==> src/rtl/alu_stage_pkg.sv <==
// alu_stage_pkg
// Shared types and constants for the execute/write-back stage of the 8-bit core.
//   opcode_e    : 4-bit instruction opcodes (values A-F are illegal)
//   state_e     : IDLE -> READ -> EXEC -> (WB) -> IDLE sequencing states
//   flags_t     : packed {n, c, z} condition flags for the branch unit
//   *_MSB/_LSB  : bit positions of the rd/rs1/rs2/imm8 fields in the 16-bit word
//   is_illegal_op / writes_back : opcode classification helpers
package alu_stage_pkg;

  typedef enum logic [3:0] {
    OP_NOP = 4'h0,
    OP_ADD = 4'h1,
    OP_SUB = 4'h2,
    OP_AND = 4'h3,
    OP_OR  = 4'h4,
    OP_XOR = 4'h5,
    OP_SHL = 4'h6,
    OP_SHR = 4'h7,
    OP_LDI = 4'h8,
    OP_CMP = 4'h9
  } opcode_e;

  typedef enum logic [1:0] {
    ST_IDLE = 2'd0,
    ST_READ = 2'd1,
    ST_EXEC = 2'd2,
    ST_WB   = 2'd3
  } state_e;

  typedef struct packed {
    logic n;
    logic c;
    logic z;
  } flags_t;

  localparam int OPC_MSB = 15;
  localparam int OPC_LSB = 12;
  localparam int RD_MSB  = 11;
  localparam int RD_LSB  = 8;
  localparam int RS1_MSB = 7;
  localparam int RS1_LSB = 4;
  localparam int RS2_MSB = 3;
  localparam int RS2_LSB = 0;
  localparam int IMM_MSB = 7;
  localparam int IMM_LSB = 0;

  // Opcodes above CMP have no defined behaviour and are executed as NOP.
  function automatic logic is_illegal_op(input logic [3:0] op);
    return (op > 4'h9);
  endfunction

  // Only these opcodes spend a WB cycle; NOP, CMP and illegal ops return
  // straight to IDLE after EXEC.
  function automatic logic writes_back(input opcode_e op);
    logic wb;
    case (op)
      OP_ADD, OP_SUB, OP_AND, OP_OR,
      OP_XOR, OP_SHL, OP_SHR, OP_LDI: wb = 1'b1;
      default:                        wb = 1'b0;
    endcase
    return wb;
  endfunction

endpackage

==> src/rtl/alu_stage_if.sv <==
// alu_stage_if
// Bundles the instruction handshake, the register-file ports and the status
// outputs of alu_stage.
//   slave  : the stage side (takes instructions, drives the register file)
//   master : the environment side (issues instructions, models the register file)
// Signals:
//   instr_valid/instr/instr_ready : instruction handshake
//   rf_sel_o1/rf_sel_o2, rf_o1/rf_o2 : two combinational read ports
//   rf_we/rf_sel_in/rf_in : write port
//   flags {N,C,Z}, illegal pulse, busy
interface alu_stage_if;

  logic        instr_valid;
  logic [15:0] instr;
  logic        instr_ready;
  logic [3:0]  rf_sel_o1;
  logic [3:0]  rf_sel_o2;
  logic [7:0]  rf_o1;
  logic [7:0]  rf_o2;
  logic        rf_we;
  logic [3:0]  rf_sel_in;
  logic [7:0]  rf_in;
  logic [2:0]  flags;
  logic        illegal;
  logic        busy;

  modport slave (
    input  instr_valid, instr, rf_o1, rf_o2,
    output instr_ready, rf_sel_o1, rf_sel_o2, rf_we, rf_sel_in, rf_in,
           flags, illegal, busy
  );

  modport master (
    output instr_valid, instr, rf_o1, rf_o2,
    input  instr_ready, rf_sel_o1, rf_sel_o2, rf_we, rf_sel_in, rf_in,
           flags, illegal, busy
  );

endinterface

==> src/rtl/alu_stage_alu8.sv <==
// alu8
// Purely combinational 8-bit ALU used in the EXEC cycle of alu_stage.
//   op          : opcode of the latched instruction
//   a, b        : operands captured from the register file
//   imm8        : immediate field, used by LDI
//   result      : 8-bit result
//   c           : carry/borrow/shifted-out bit
//   flag_update : high when this opcode updates N/C/Z
module alu8
  import alu_stage_pkg::*;
(
  input  opcode_e    op,
  input  logic [7:0] a,
  input  logic [7:0] b,
  input  logic [7:0] imm8,
  output logic [7:0] result,
  output logic       c,
  output logic       flag_update
);

  logic [8:0] ext;

  // Arithmetic is done in 9 bits so the carry falls out as bit 8. For shifts,
  // the extra bit sits on the side the data leaves, so it ends up holding the
  // last bit shifted out (and stays 0 for a zero shift amount).
  always_comb begin
    ext         = 9'd0;
    result      = 8'd0;
    c           = 1'b0;
    flag_update = 1'b0;
    case (op)
      OP_ADD: begin
        ext         = {1'b0, a} + {1'b0, b};
        result      = ext[7:0];
        c           = ext[8];
        flag_update = 1'b1;
      end
      OP_SUB, OP_CMP: begin
        ext         = {1'b0, a} - {1'b0, b};
        result      = ext[7:0];
        c           = ext[8];
        flag_update = 1'b1;
      end
      OP_AND: begin
        result      = a & b;
        flag_update = 1'b1;
      end
      OP_OR: begin
        result      = a | b;
        flag_update = 1'b1;
      end
      OP_XOR: begin
        result      = a ^ b;
        flag_update = 1'b1;
      end
      OP_SHL: begin
        ext         = {1'b0, a} << b[2:0];
        result      = ext[7:0];
        c           = ext[8];
        flag_update = 1'b1;
      end
      OP_SHR: begin
        ext         = {a, 1'b0} >> b[2:0];
        result      = ext[8:1];
        c           = ext[0];
        flag_update = 1'b1;
      end
      OP_LDI: begin
        result = imm8;
      end
      default: begin
        result = 8'd0;
      end
    endcase
  end

endmodule

==> src/rtl/alu_stage.sv <==
// alu_stage
// Multi-cycle execute/write-back stage in front of the 16x8 register file.
// One instruction is accepted per handshake in IDLE, its sources are read in
// READ, the ALU result is latched in EXEC, and it is written back in WB.
// Ports:
//   clk : rising-edge clock shared with the register file
//   rst : synchronous active-high reset, wins in every state
//   bus : alu_stage_if.slave (handshake, register-file ports, flags, status)
module alu_stage
  import alu_stage_pkg::*;
(
  input logic        clk,
  input logic        rst,
  alu_stage_if.slave bus
);

  state_e      state_q, state_d;
  logic [15:0] instr_q, instr_d;
  logic [7:0]  a_q, a_d;
  logic [7:0]  b_q, b_d;
  logic [7:0]  result_q, result_d;
  flags_t      flags_q, flags_d;
  logic        illegal_q, illegal_d;

  opcode_e     op;
  logic [3:0]  rd;
  logic [3:0]  rs1;
  logic [3:0]  rs2;
  logic [7:0]  imm8;

  logic [7:0]  alu_result;
  logic        alu_c;
  logic        alu_flag_update;

  assign op   = opcode_e'(instr_q[OPC_MSB:OPC_LSB]);
  assign rd   = instr_q[RD_MSB:RD_LSB];
  assign rs1  = instr_q[RS1_MSB:RS1_LSB];
  assign rs2  = instr_q[RS2_MSB:RS2_LSB];
  assign imm8 = instr_q[IMM_MSB:IMM_LSB];

  alu8 u_alu8 (
    .op          (op),
    .a           (a_q),
    .b           (b_q),
    .imm8        (imm8),
    .result      (alu_result),
    .c           (alu_c),
    .flag_update (alu_flag_update)
  );

  // State register.
  always_ff @(posedge clk) begin
    if (rst) begin
      state_q <= ST_IDLE;
    end else begin
      state_q <= state_d;
    end
  end

  // Next-state logic; ops with nothing to write leave straight from EXEC.
  always_comb begin
    state_d = state_q;
    case (state_q)
      ST_IDLE: if (bus.instr_valid) state_d = ST_READ;
      ST_READ: state_d = ST_EXEC;
      ST_EXEC: state_d = writes_back(op) ? ST_WB : ST_IDLE;
      ST_WB:   state_d = ST_IDLE;
      default: state_d = ST_IDLE;
    endcase
  end

  // Datapath next values: the instruction is captured only at the handshake,
  // operands in READ, result/flags/illegal in EXEC. LDI and NOP/illegal keep
  // the flags because the ALU reports no flag update for them.
  always_comb begin
    instr_d   = instr_q;
    a_d       = a_q;
    b_d       = b_q;
    result_d  = result_q;
    flags_d   = flags_q;
    illegal_d = 1'b0;
    case (state_q)
      ST_IDLE: begin
        if (bus.instr_valid) instr_d = bus.instr;
      end
      ST_READ: begin
        a_d = bus.rf_o1;
        b_d = bus.rf_o2;
      end
      ST_EXEC: begin
        result_d  = alu_result;
        illegal_d = is_illegal_op(instr_q[OPC_MSB:OPC_LSB]);
        if (alu_flag_update) begin
          flags_d.n = alu_result[7];
          flags_d.c = alu_c;
          flags_d.z = (alu_result == 8'd0);
        end
      end
      default: begin
        instr_d = instr_q;
      end
    endcase
  end

  // Datapath registers, all cleared by reset.
  always_ff @(posedge clk) begin
    if (rst) begin
      instr_q   <= 16'd0;
      a_q       <= 8'd0;
      b_q       <= 8'd0;
      result_q  <= 8'd0;
      flags_q   <= '0;
      illegal_q <= 1'b0;
    end else begin
      instr_q   <= instr_d;
      a_q       <= a_d;
      b_q       <= b_d;
      result_q  <= result_d;
      flags_q   <= flags_d;
      illegal_q <= illegal_d;
    end
  end

  // Outputs decoded from registered state. The write enable is also gated by
  // rst so a reset arriving during WB drops the write in that same cycle;
  // r0 is never written.
  always_comb begin
    bus.instr_ready = (state_q == ST_IDLE);
    bus.busy        = (state_q != ST_IDLE);
    bus.rf_sel_o1   = rs1;
    bus.rf_sel_o2   = rs2;
    bus.rf_sel_in   = rd;
    bus.rf_in       = result_q;
    bus.rf_we       = (state_q == ST_WB) && (rd != 4'd0) && !rst;
    bus.flags       = flags_q;
    bus.illegal     = illegal_q;
  end

endmodule

==> src/flat_wrapper.sv <==
// flat-port wrapper written by rule: the top's interface ports become plain ports
module alu_stage_flat import alu_stage_pkg::*;
  (clk, rst, bus_instr_valid, bus_instr, bus_rf_o1, bus_rf_o2, bus_instr_ready, bus_rf_sel_o1, bus_rf_sel_o2, bus_rf_we, bus_rf_sel_in, bus_rf_in, bus_flags, bus_illegal, bus_busy);
  alu_stage_if bus_i ();
  input logic clk;
  input logic rst;
  input wire logic [$bits(bus_i.instr_valid)-1:0] bus_instr_valid;
  input wire logic [$bits(bus_i.instr)-1:0] bus_instr;
  input wire logic [$bits(bus_i.rf_o1)-1:0] bus_rf_o1;
  input wire logic [$bits(bus_i.rf_o2)-1:0] bus_rf_o2;
  output wire logic [$bits(bus_i.instr_ready)-1:0] bus_instr_ready;
  output wire logic [$bits(bus_i.rf_sel_o1)-1:0] bus_rf_sel_o1;
  output wire logic [$bits(bus_i.rf_sel_o2)-1:0] bus_rf_sel_o2;
  output wire logic [$bits(bus_i.rf_we)-1:0] bus_rf_we;
  output wire logic [$bits(bus_i.rf_sel_in)-1:0] bus_rf_sel_in;
  output wire logic [$bits(bus_i.rf_in)-1:0] bus_rf_in;
  output wire logic [$bits(bus_i.flags)-1:0] bus_flags;
  output wire logic [$bits(bus_i.illegal)-1:0] bus_illegal;
  output wire logic [$bits(bus_i.busy)-1:0] bus_busy;
  assign bus_i.instr_valid = bus_instr_valid;
  assign bus_i.instr = bus_instr;
  assign bus_i.rf_o1 = bus_rf_o1;
  assign bus_i.rf_o2 = bus_rf_o2;
  assign bus_instr_ready = bus_i.instr_ready;
  assign bus_rf_sel_o1 = bus_i.rf_sel_o1;
  assign bus_rf_sel_o2 = bus_i.rf_sel_o2;
  assign bus_rf_we = bus_i.rf_we;
  assign bus_rf_sel_in = bus_i.rf_sel_in;
  assign bus_rf_in = bus_i.rf_in;
  assign bus_flags = bus_i.flags;
  assign bus_illegal = bus_i.illegal;
  assign bus_busy = bus_i.busy;
  alu_stage u_core (.clk(clk), .rst(rst), .bus(bus_i));
endmodule
==> config.mk <==
export PLATFORM = sky130hd
export DESIGN_NAME = alu_stage_flat
export DESIGN_NICKNAME = d
export VERILOG_FILES = /design/src/rtl/alu_stage_pkg.sv /design/src/rtl/alu_stage_if.sv /design/src/rtl/alu_stage_alu8.sv /design/src/rtl/alu_stage.sv /design/src/flat_wrapper.sv
export SDC_FILE = /design/constraint.sdc
export NUM_CORES = 1
export LEC_CHECK = 0
export BUFFER_PORTS_ARGS = -buffer_cell sky130_fd_sc_hd__buf_2
export CORE_ASPECT_RATIO = 1.75
export CORE_MARGIN = 1.5
export CORE_UTILIZATION = 59
export CTS_BUF_LIST = sky130_fd_sc_hd__clkbuf_4 sky130_fd_sc_hd__clkbuf_8
export CTS_CLUSTER_DIAMETER = 200
export DETAILED_ROUTE_END_ITERATION = 10
export GPL_TIMING_DRIVEN = 0
export PLACE_DENSITY = 0.94
export SYNTH_ARGS = -nofsm -noshare
export SYNTH_HDL_FRONTEND = slang
export SYNTH_SLANG_ARGS = --single-unit
==> constraint.sdc <==
create_clock -name clk -period 2.9 [get_ports clk]
set_input_delay 0.29 -clock clk [delete_from_list [all_inputs] [get_ports clk]]
set_output_delay 0.29 -clock clk [all_outputs]
set_load 0.02 [all_outputs]
==> reports/metrics.csv, run 1 <==
metric,value,unit
critical path start-end classification,reg -> reg,
DP Cell Count,624,
pwr/cell area,397,mW/mm2
crit path max fanout,10,
vias,3960,
gate count after technology mapping,482,
#FFs+latches synth,47,
"Net Count, Synth",544,
"delay-heaviest family, CP",simple AND/OR/NAND/NOR gates,
clk_skew,0.0144,ns
initial core utilization,60.7,%
Fmax,358,MHz
Placer Congestion,0.985,
ANT cells,0,
I/O pin cnt,62,
"Avg Cell Area, Syn",7.78,um2
post-route ant nets,0,
Clock Tree Root,clkbuf_8,
Rel. slew slack,48.6,%
Required @ worst endpoint,3.09,ns
number of global-route vias before repair,3730,
WL per Instance,19.0,um
die height,108,um
sequential share of the synthesized area,25.1,%
final setup fails,0,
"Cell Area, Synth",0.00375,mm2
setup ws final,0.110,ns
Comb pwr share,32.4,%
total grt overflow,0,
antenna violations before repair,0,
pre-CTS setup slack,-0.441,ns
clock sink count,47,
NetSw,0.624,mW
"CTS clk-pin slew, worst paths",0.10,ns
Yosys top cell by area,dfxtp_1,
H-tree depth,2,
"EDFF count, synth",0,
Placeable Area,0.00618,mm2
Final Max Tran Viols,0,
most frequent cells in the layout,"nand2_1 (85), buf_2 (73), a21oi_1 (47)",
Port Buf Inserts,61,
unrepaired setup endpoints after global routing,false,
layout cell share with drive strength beyond 1,24.9,%
Synth Flop Type,dfxtp_1,
Power Total,1.73,mW
CP endpoint kind,register,
MaxCap Viol Count,0,
sw frac,36.0,%
Cell Rows,38,
routed wire length,12100,um
Critical Path Source Type,register,
crit-path cells,"buf_2, inv_1, ha_1, buf_2, nor3_2, a211oi_1, a221oi_1, mux2i_1, nand3_2, mux2i_1, nor2_1",
Synthesis Warnings,0,
Die X,63.3,um
Int Power,1.11,mW
Least-Margin Pin Slew,0.765,ns
"commonest non-fill, non-tap cell in the layout",nand2_1,
Hold WC Path Type,in -> reg,
Clock power frac,25.1,%
Iter 0 DRT Violations,328,
Hold Fails Final Rpt,0,
CTS buffer count,5,
Peak VDD IR,0.395,mV
sequential share of power,42.6,%
Tmin final,2.79,ns
Vias per Instance,6.21,
synthesis-to-layout area growth,16.5,%
CP max stage cell,dfxtp_1,
largest net degree at the start of global routing,20,
clk buf depth,2,
Pre-Repair DR Iteration Count,5,
All-Layer GR Usage,35.5,%
Worst EP arrival,2.98,ns
"Core Util, Final",70.7,%
clk_lat worst skew,0.32,ns
Layout Nets,619,
Synth top area share,25.1,%
cts hold-fix bufs,0,
Max stage delay on crit path,0.40,ns
die area,0.00686,mm2
CTS tree,done,
first-pass GRT wire length,18600,um
ys async rst share,0,%
largest cells by area after synthesis,"dfxtp_1 (25%), nand2_1 (8.5%), ha_1 (8.3%)",
number of distinct library cells after synthesis,63,
buffers plus inverters on the worst setup path,3,
dpl hpwl,9610,um
status,"finished, final reports clean",
post-route DRC violation count,0,
P_leak,1.78,nW
Non-Filler Instances,638,
Final period util,96.2,%
[metrics by stage]
step	area [um2]	setup TNS [ns]	hold slack (ns)
after floorplan	3750	0	0.371
after global placement	4160	-1.44	0.460
after detailed placement	4160	-1.67	0.476
after CTS	4270	0	0.157
after global routing	4370	0	0.194
final	4370	0	0.168
[layout make-up]
cell class / count / area (um2)
multi-input combinational: 363 / 2480
fill: 534 / 1810
sequential: 47 / 947
timing repair buffer: 70 / 370
buffer: 44 / 274
inverter: 26 / 101
tap: 80 / 100
clock buffer: 6 / 82.6
clock inverter: 2 / 13.8
[power groups by stage]
| stage | registers, mW | clock network (mW) | logic, mW |
|---|---|---|---|
| after floorplan | 0.744 | 0 | 0.377 |
| after global placement | 0.749 | 0 | 0.522 |
| after detailed placement | 0.751 | 0 | 0.535 |
| after CTS | 0.736 | 0.441 | 0.539 |
| after global routing | 0.742 | 0.452 | 0.609 |
| final | 0.737 | 0.435 | 0.561 |
[worst register-to-register path, stage by stage, from the launching register on]
cell      delay, ns
dfxtp_1        0.40
buf_2          0.24
inv_1          0.07
ha_1           0.27
buf_2          0.19
nor3_2         0.27
a211oi_1       0.13
a221oi_1       0.37
mux2i_1        0.27
nand3_2        0.20
mux2i_1        0.21
nor2_1         0.05
[sequential cells by signal (all words and copies together) (netlist names), named ones only]
| signal | count |
|---|---|
| u_core.bus.rf_in | 8 |
| u_core.a_q | 8 |
| u_core.instr_q | 16 |
| u_core.b_q | 8 |
| u_core.bus.flags | 3 |
| u_core.state_q | 2 |
| u_core.bus.illegal | 1 |
[synth_stat cells (9+ instances only)]
| cell | n |
|---|---|
| clkbuf_1 | 16 |
| nor2b_1 | 10 |
| o21ai_0 | 13 |
| ha_1 | 25 |
| nor3_1 | 14 |
| dfxtp_1 | 47 |
| nand2_1 | 85 |
| buf_2 | 13 |
| nor2_1 | 39 |
| nand3_1 | 9 |
| a21oi_1 | 49 |
| mux2i_1 | 12 |
| buf_4 | 13 |
| inv_1 | 26 |
[metal layers]
layer	share of wire [%]	up-vias	GRT usage, %
met4	5.7	0	23.6
met5	0	-	0
li1	-	1848	-
met1	36	1856	38.1
met2	52	199	64.0
met3	6.7	57	5.20
[logic make-up (layout without fill, tap and decap cells)]
family	count (synthesis)	in the layout	share of synthesized area [%]
compound gates	123	123	22.6
xor+xnor	3	3	0.701
fa+ha+maj	27	27	9.41
buf+inv	72	148	9.74
flops	47	47	25.1
mux	19	19	7.61
simple gates	191	191	24.8
[final timing paths]
check,from,to,slack [ns],cells past startpoint
setup reg to reg,u_core.a_q[2],u_core.bus.flags[2],0.11,11
hold reg to reg,u_core.instr_q[5],u_core.instr_q[5],0.49,2
hold / removal,rst,u_core.instr_q[13],0.17,2
setup / recovery,u_core.a_q[2],u_core.bus.flags[2],0.11,11
[timing repair]
item / CTS / global route
pin swaps: 1 / 6
buffers inserted: 0 / 8
gates resized for setup: 7 / 9
endpoints found under the setup margin: 7 / 4
(Power assumes the default switching activity.)
==> run 2: changes to the inputs <==
--- a/config.mk
+++ b/config.mk
@@ -7,7 +7,6 @@
 export LEC_CHECK = 0
 export BUFFER_PORTS_ARGS = -buffer_cell sky130_fd_sc_hd__buf_2
 export CORE_ASPECT_RATIO = 1.75
-export CORE_MARGIN = 1.5
 export CORE_UTILIZATION = 59
 export CTS_BUF_LIST = sky130_fd_sc_hd__clkbuf_4 sky130_fd_sc_hd__clkbuf_8
 export CTS_CLUSTER_DIAMETER = 200
==> reports/metrics.csv, run 2 (synthesis results as in run 1) <==
metric,value,unit,change
ANT cells,0,,unchanged
Peak VDD IR,0.594,mV,+50%
clock sink count,47,,unchanged
unrepaired setup endpoints after global routing,false,,
Largest register FFs,16,,unchanged
RR Endpoint,u_core.bus.flags[0],,
number of global-route vias before repair,3675,,-1.5%
die height,107,um,-0.92%
Iter 0 DRT Violations,341,,+4.0%
initial core utilization,60.7,%,unchanged
status,"finished, final reports clean",,
All-Layer GR Usage,36.5,%,+0.95 points
Clock Tree Root,clkbuf_8,,
cts hold-fix bufs,0,,unchanged
fill count,509,,-4.7%
"commonest non-fill, non-tap cell in the layout",nand2_1,,
most frequent cells in the layout,"nand2_1 (85), buf_2 (72), a21oi_1 (47)",,
Worst EP arrival,3.04,ns,+0.06 ns
pwr/cell area,437,mW/mm2,+10%
NetSw,0.640,mW,+2.5%
MaxCap Viol Count,0,,unchanged
vias,3878,,-2.1%
largest net degree at the start of global routing,20,,unchanged
Port Buf Inserts,61,,unchanged
layout cell share with drive strength beyond 1,23.6,%,-1.3 points
Biggest register,u_core.instr_q,,
WL per Instance,19.0,um,about the same
dpl hpwl,9510,um,-1.0%
Tmin final,2.80,ns,+0.0103 ns
Hold Startpoint,rst,,
I/O pin cnt,62,,unchanged
Least-Margin Pin Slew,1.36,ns,+0.592 ns
met2 Usage GRT,68.1,%,+4.2 points
Int Power,1.26,mW,+13%
P_leak,1.76,nW,-1.2%
crit path max fanout,10,,unchanged
post-route ant nets,0,,unchanged
Rel. slew slack,8.34,%,-40 points
Layout Nets,612,,-1.1%
Vias per Instance,6.15,,-0.98%
total grt overflow,0,,unchanged
Cell Rows,38,,unchanged
CTS buffer count,5,,unchanged
Pre-Repair DR Iteration Count,6,,+1
Fmax,357,MHz,-0.37%
Hold WC Path Type,in -> reg,,
clk buf depth,2,,unchanged
post-route DRC violation count,0,,unchanged
"Core Util, Final",70.3,%,-0.45 points
routed wire length,12000,um,-1.1%
Worst Reg-to-Reg Cells,11,,unchanged
first-pass GRT wire length,18500,um,-0.23%
setup TNS,0,ns,unchanged
Power Total,1.90,mW,+9.5%
H-tree depth,2,,unchanged
Final Max Tran Viols,0,,unchanged
CTS tree,done,,
Hold Fails Final Rpt,0,,unchanged
Placeable Area,0.00618,mm2,unchanged
synthesis-to-layout area growth,15.8,%,
R2R Setup Slk,0.1,ns,about the same
antenna violations before repair,0,,unchanged
sw frac,33.7,%,-2.3 points
Placer Congestion,1.01,,+2.7%
Clock power frac,31.7,%,+6.6 points
r2r startpoint,u_core.a_q[2],,
CP endpoint kind,register,,
clk_lat worst skew,0.32,ns,about the same
Die X,62.3,um,-1.6%
clk_skew,0.00776,ns,-0.00664 ns
worst hold path stage count,2,,unchanged
GR peak layer,met2,,
sequential share of power,38.9,%,-3.7 points
die area,0.00669,mm2,-2.5%
Critical Path Source Type,register,,
critical path start-end classification,reg -> reg,,
Required @ worst endpoint,3.14,ns,+0.05 ns
global routing usage on met1,38.7,%,+0.59 points
Final period util,96.6,%,+0.36 points
final setup fails,0,,unchanged
Comb pwr share,29.3,%,-3.1 points
Hold EP,u_core.instr_q[13],,
met3 usage,5.08,%,-0.12 points
"CTS clk-pin slew, worst paths",0.10,ns,about the same
-- run 2: cell count changes in the layout (fill, tap and decap cells not counted), sizes merged --
| cell | previous run | this run |
|---|---|---|
| clkinv | 1 | 0 |
| buf | 99 | 91 |
| bufinv | 0 | 2 |
-- run 2: how the worst max path moves through the flow --
stage	from	endpoint	slack [ns]	depth (start not counted)
final	u_core.a_q[2]	u_core.bus.flags[0]	0.1	11
after global routing	u_core.a_q[2]	u_core.bus.flags[0]	0.01	11
after CTS	u_core.a_q[0]	u_core.bus.flags[0]	0.05	10
after detailed placement	u_core.b_q[1]	u_core.bus.flags[2]	-0.41	11
after global placement	u_core.b_q[1]	u_core.bus.flags[2]	-0.44	11
after floorplan	u_core.b_q[1]	u_core.bus.flags[0]	0.26	11
-- run 2: through the flow --
step                hold slack (ns)  setup WS [ns]  instance area, um2  instances
floorplan                     0.371          0.261                3750        482
global placement              0.460         -0.440                4160        623
detailed placement            0.471         -0.414                4160        623
CTS                           0.168         0.0524                4320        630
global route                  0.193         0.0144                4340        631
finish                        0.169         0.0998                4340        631
-- run 2: area by class of cell --
| cell class | instances | area (um2) | area share, % |
|---|---|---|---|
| Buffer | 45 | 273 | 6.28 |
| Clock buffer | 5 | 68.8 | 1.58 |
| Clock inverter | 3 | 71.3 | 1.64 |
| Inverter | 26 | 101 | 2.33 |
| Multi-Input combinational cell | 363 | 2470 | 56.8 |
| Sequential cell | 47 | 947 | 21.8 |
| Tap cell | 80 | 100 | 2.30 |
| Timing Repair Buffer | 62 | 313 | 7.20 |
-- run 2: critical path: stages, from the launching register on --
cell and delay [ns]:
dfxtp_1 0.40, buf_2 0.23, inv_1 0.07, ha_1 0.27, buf_2 0.22, nor3_2 0.10
a2111oi_4 0.39, o22a_1 0.20, a21oi_1 0.09, nor4_2 0.45, nand2_1 0.12, o31ai_2 0.17
-- run 2: timing repair --
item	CTS	global route
setup endpoints to repair	6	4
resized for setup	8	6
buffers inserted	0	1
pin swaps	1	1
-- run 2: routing by layer --
metal	vias up	part of all wire (%)	routed length, um
met5	-	0	0
met4	0	5.3	637
met3	44	6.3	760
met2	179	52	6270
met1	1822	36	4310
li1	1833	-	-
-- run 2: power groups by stage --
stage                     Sequential (mW)  Clock (mW)  Combinational [mW]
after global routing                0.744       0.624               0.600
after floorplan                     0.744           0               0.377
after CTS                           0.736       0.601               0.546
after detailed placement            0.750           0               0.537
final                               0.739       0.602               0.557
after global placement              0.748           0               0.526
